<file path="src/rtl/dcb_cfg_avmm_mem.sv">
// Avalon-MM config-table memory for the DCB config-copy kernel: self-clearing, fixed read latency, byte-enabled writes.
// Define DCB_CFG_MEM_CHANGE_CNT_EN to build the data-changing-write counter behind change_count.
module dcb_cfg_avmm_mem #(
  parameter int DEPTH        = 64,
  parameter int READ_LATENCY = 2,
  parameter int CNT_W        = 16
) (
  input  logic              clock,
  input  logic              resetn,
  input  logic [63:0]       avmm_0_rw_address,
  input  logic [7:0]        avmm_0_rw_byteenable,
  input  logic              avmm_0_rw_read,
  output logic [63:0]       avmm_0_rw_readdata,
  input  logic              avmm_0_rw_write,
  input  logic [63:0]       avmm_0_rw_writedata,
  output logic              init_busy,
  output logic              oob_err,
  output logic [CNT_W-1:0]  change_count,
  input  logic              host_clr
);

  localparam int              AW       = $clog2(DEPTH);
  localparam logic [AW-1:0]   LAST_IDX = AW'(DEPTH - 1);
  localparam logic [0:0]      ST_CLEAR = 1'b0;
  localparam logic [0:0]      ST_IDLE  = 1'b1;

  function automatic logic [63:0] byte_mask(input logic [7:0] be);
    logic [63:0] m;
    m = '0;
    for (int b = 0; b < 8; b++) m[b*8 +: 8] = {8{be[b]}};
    return m;
  endfunction

  logic [0:0]      state;
  logic [AW-1:0]   clr_ptr;
  logic [63:0]     mem [DEPTH];
  logic [AW-1:0]   idx;
  logic            in_range;
  logic            idle;
  logic            wr_ok;
  logic            oob_evt;
  logic [63:0]     old_word;
  logic [63:0]     rd_word;
  logic [63:0]     wr_mask;
  logic            tail_vld;
  logic [63:0]     tail_data;
  logic            unused_addr_lsb;

  // Byte offset within the 64-bit word carries no information.
  assign unused_addr_lsb = &{1'b0, avmm_0_rw_address[2:0]};

  assign idx       = avmm_0_rw_address[AW+2:3];
  assign in_range  = (avmm_0_rw_address[63:AW+3] == '0);
  assign idle      = (state == ST_IDLE);
  assign init_busy = (state == ST_CLEAR);
  assign old_word  = mem[idx];
  assign rd_word   = (idle && in_range) ? old_word : '0;
  assign wr_mask   = byte_mask(avmm_0_rw_byteenable);
  assign wr_ok     = avmm_0_rw_write && idle && in_range;
  assign oob_evt   = (avmm_0_rw_read || avmm_0_rw_write) && !(idle && in_range);

  always_ff @(posedge clock or negedge resetn) begin
    if (!resetn) begin
      state   <= ST_CLEAR;
      clr_ptr <= '0;
    end else if (state == ST_CLEAR) begin
      clr_ptr <= clr_ptr + AW'(1);
      if (clr_ptr == LAST_IDX) state <= ST_IDLE;
    end
  end

  // Storage: the clear sweep owns the write port until it reaches IDLE.
  always_ff @(posedge clock) begin
    if (state == ST_CLEAR) mem[clr_ptr] <= '0;
    else if (wr_ok)        mem[idx]     <= (old_word & ~wr_mask) | (avmm_0_rw_writedata & wr_mask);
  end

  // Read stage p0: word sampled at accept, shifted through READ_LATENCY-1 registers.
  if (READ_LATENCY == 1) begin : g_lat1
    assign tail_vld  = avmm_0_rw_read;
    assign tail_data = rd_word;
  end else begin : g_latn
    logic [READ_LATENCY-2:0] rd_vld_p;
    logic [63:0]             rd_data_p [READ_LATENCY-1];

    always_ff @(posedge clock or negedge resetn) begin
      if (!resetn) begin
        rd_vld_p <= '0;
      end else begin
        rd_vld_p[0] <= avmm_0_rw_read;
        for (int k = 1; k < READ_LATENCY - 1; k++) rd_vld_p[k] <= rd_vld_p[k-1];
      end
    end

    always_ff @(posedge clock) begin
      rd_data_p[0] <= rd_word;
      for (int k = 1; k < READ_LATENCY - 1; k++) rd_data_p[k] <= rd_data_p[k-1];
    end

    assign tail_vld  = rd_vld_p[READ_LATENCY-2];
    assign tail_data = rd_data_p[READ_LATENCY-2];
  end

  // Output stage: readdata holds until the next read result lands.
  always_ff @(posedge clock or negedge resetn) begin
    if (!resetn)       avmm_0_rw_readdata <= '0;
    else if (tail_vld) avmm_0_rw_readdata <= tail_data;
  end

  always_ff @(posedge clock or negedge resetn) begin
    if (!resetn)       oob_err <= 1'b0;
    else if (oob_evt)  oob_err <= 1'b1;
    else if (host_clr) oob_err <= 1'b0;
  end

`ifdef DCB_CFG_MEM_CHANGE_CNT_EN
  function automatic logic [CNT_W-1:0] sat_inc(input logic [CNT_W-1:0] v);
    return (&v) ? v : v + CNT_W'(1);
  endfunction

  logic             changed;
  logic [CNT_W-1:0] cnt_q;

  // Only enabled bytes take part in the compare against the stored word.
  assign changed = |((old_word ^ avmm_0_rw_writedata) & wr_mask);

  always_ff @(posedge clock or negedge resetn) begin
    if (!resetn)                cnt_q <= '0;
    else if (host_clr)          cnt_q <= '0;
    else if (wr_ok && changed)  cnt_q <= sat_inc(cnt_q);
  end

  assign change_count = cnt_q;
`else
  assign change_count = '0;
`endif

endmodule

</file>
<file path="config.mk">
export PLATFORM = sky130hd
export DESIGN_NAME = dcb_cfg_avmm_mem
export DESIGN_NICKNAME = d
export VERILOG_FILES = /design/src/rtl/dcb_cfg_avmm_mem.sv
export SDC_FILE = /design/constraint.sdc
export NUM_CORES = 2
export LEC_CHECK = 0
export CORE_MARGIN = 2
export CORE_UTILIZATION = 45
export DETAILED_ROUTE_END_ITERATION = 10
export HOLD_SLACK_MARGIN = 0.1
export PLACE_DENSITY_LB_ADDON = 0.25
export SLEW_MARGIN = 10
export SYNTH_ARGS = -nofsm -noshare
export SYNTH_HDL_FRONTEND = slang
export SYNTH_MEMORY_MAX_BITS = 65536
export SYNTH_SLANG_ARGS = --single-unit
export TNS_END_PERCENT = 50
</file>
<file path="constraint.sdc">
create_clock -name clock -period 10.3 [get_ports clock]
set_input_delay 1.03 -clock clock [delete_from_list [all_inputs] [get_ports clock]]
set_output_delay 1.03 -clock clock [all_outputs]
set_load 0.02 [all_outputs]
</file>
==> results.json <==
{
  "synth_top_area_cell": "edfxtp_1",
  "ys_top_cells_by_area": "edfxtp_1, mux2i_1, a22oi_1",
  "hold_buffers": 1,
  "status": "finished, final reports clean",
  "drt-total-wl_um": 485000,
  "fin_util_pct": 51.6,
  "dp_hpwl_um": 249000,
  "worstPathRequired_ns": 10.86,
  "synth.most_common_cell": "edfxtp_1",
  "ant_nets": 0,
  "grt_pass1_vias": 86894,
  "viasPerCell": 6.14,
  "clock-sinks": 4233,
  "skew_ns": 0.0546,
  "cp.arrival_ns": 6.69,
  "post_cts_buffers": 0,
  "antenna_found_initial": 23,
  "finalHoldViolations": 0,
  "overflow": 0,
  "cts_buffers": 423,
  "crit_path_max_fanout": 33,
  "htreeDepth": 5,
  "ys_warn_count": 0,
  "start_util_pct": 45.1,
  "power_density_nw_per_um2": 185,
  "dpl_cell_area_sq_um": 172000,
  "fp.dieW_um": 606,
  "synthArstFlopShare_pct": 1.72,
  "ir_drop_mv": 0.158,
  "vias": 90823,
  "die_y_um": 606,
  "ys_seq_area_share_pct": 77.3,
  "post-route-period-util_pct": 59.6,
  "start_kind": "register",
  "grt_pass1_wl_um": 667000,
  "synth_edf_count": 4096,
  "report.final.slew_viol_count": 0,
  "design.core.area_sq_um": 361000,
  "maxSlewHeadroom_pct": 13.7,
  "synthCells": 9249,
  "crit_family": "simple AND/OR/NAND/NOR gates",
  "clock-root-buffer": "clkbuf_16",
  "maxCapViolations": 0,
  "crit_buf_inv": 2,
  "nNetsFinal": 9795,
  "grt_max_degree": 142,
  "cts_resized": 0,
  "netlist_area_sq_um": 163000,
  "track_usage_pct": 25.8,
  "post-route-drc-count": 0,
  "slowest_stage": "buf_4",
  "final.min_clock_period_ns": 6.13,
  "setup_viol_count_final": 0,
  "p_leak_uw": 0.0565,
  "wl_per_cell_um": 32.8,
  "ys_seq_elements": 4233,
  "worst_setup_path_end_kind": "register",
  "io_pins": 223,
  "drt_first_iter_violations": 12131,
  "num-fill-cells": 28630,
  "synth_top_cell_area_share_pct": 75.4,
  "clk_path_buf_depth": 4,
  "dieArea_sq_um": 367000,
  "path_cells": "nor4b_1 -> and4_1 -> and4_4 -> a32o_1 -> nand3_2 -> nor3_2 -> buf_4 -> buf_4",
  "portBuffers": 203,
  "syn_avg_cell_area_sq_um": 17.6,
  "grt_setup_unrepaired": "false",
  "max_freq_mhz": 163,
  "drt_first_pass_iters": 6,
  "ff2ff_path_depth": 8,
  "max_slew.worst_pin.slew_ns": 1.26,
  "timing.setup.tns_ns": 0,
  "gp_congestion": 0.794,
  "whs_ns": 0.459,
  "path_class": "register to register",
  "clkSlewWorstSetupHoldPaths_ns": 0.06,
  "synth.distinct_cells": 56,
  "max_stage_delay_ns": 0.96,
  "cp_common_cell": "buf_4",
  "yosys_most_used_dff": "edfxtp_1",
  "r2r_slack_ns": 4.17,
  "core.rowCount": 221,
  "drive_above_1_share_pct": 11.3,
  "hold_class": "register to register",
  "holdPathStages": 1,
  "cts_tree": "built",
  "area_delta_synth_final_pct": 14.3,
  "final_area_sq_um": 186000,
  "synth_common_cells": "edfxtp_1, mux2i_1, a22oi_1, o22ai_1, nor2_1",
  "crit_cells": 8,
  "worstSkewPairLatency_ns": 0.98
}
-- placed cells by master (no fill, tap or decap), drive strengths merged, types with 172 or more instances in the layout --
master	instances
nor2	331
edfxtp	4096
a22oi	384
nand2	198
clkinv	172
buf	323
nand3	262
a21oi	193
clkbuf	559
clkdlybuf4s50	199
o22ai	384
mux2i	2052
-- cell type report --
| type | count | area, sq um | area share (%) |
|---|---|---|---|
| well taps | 4794 | 6000 | 3.22 |
| clock buffers | 558 | 11500 | 6.16 |
| repair buffers | 524 | 5250 | 2.82 |
| inverters | 6 | 22.5 | 0.0121 |
| flip-flops and latches | 4233 | 126000 | 67.7 |
| multi-input cells | 4465 | 35700 | 19.1 |
| diodes | 4 | 10.0 | 0.00537 |
| clock inverters | 216 | 1830 | 0.981 |
-- registers in the layout, summed over array words and instances, names as in the netlist --
name / flops
idle: 1
mem: 4096
clr_ptr: 6
g_latn.rd_vld_p: 1
avmm_0_rw_readdata: 64
oob_err: 1
g_latn.rd_data_p: 64
-- path summary, 6_finish.rpt --
check	endpoint	from
worst max-delay path	mem[35][38]$_DFFE_PP_	idle$_DFF_PN0_
worst min-delay path	avmm_0_rw_readdata[21]$_DFFE_PN0P_	g_latn.rd_data_p[0][21]$_SDFF_PN0_
worst max register to register	mem[35][38]$_DFFE_PP_	idle$_DFF_PN0_
worst min register to register	avmm_0_rw_readdata[21]$_DFFE_PN0P_	g_latn.rd_data_p[0][21]$_SDFF_PN0_
max in group asynchronous	avmm_0_rw_readdata[61]$_DFFE_PN0P_	resetn
min in group asynchronous	avmm_0_rw_readdata[17]$_DFFE_PN0P_	resetn
-- per-stage QoR --
step / setup WS [ns] / instances / total power (uW)
floorplan: 2.76 / 9264 / 19600
global placement: 3.54 / 13994 / 20000
detailed placement: 3.53 / 13994 / 20000
CTS: 4.33 / 14769 / 34700
global route: 4.20 / 14799 / 35400
finish: 4.17 / 14800 / 34600
-- cell families after synthesis --
group	count (synthesis)	synth area share, %
xor+xnor	5	0.0269
buf+inv	566	1.51
simple gates	1279	3.92
mux	2118	13.1
fa+ha+maj	1	0.00767
flops	4233	77.3
compound gates	1046	4.14
other cells	1	0.00230
-- routing by layer --
| metal | GRT usage [%] | vias up | routed length [um] |
|---|---|---|---|
| li1 | - | 37694 | - |
| met1 | 36.3 | 47415 | 195000 |
| met2 | 41.4 | 4749 | 227000 |
| met3 | 3.92 | 959 | 45900 |
| met4 | 8.53 | 6 | 17000 |
| met5 | 0 | - | 39 |
-- power breakdown --
| group | leakage [uW] | switching [uW] | internal, uW |
|---|---|---|---|
| Combinational | 0.0200 | 733 | 367 |
| Clock | 0.00654 | 6400 | 8490 |
| Sequential | 0.0300 | 3.04 | 18600 |
Note: power is estimated with default switching activity, not from simulation.
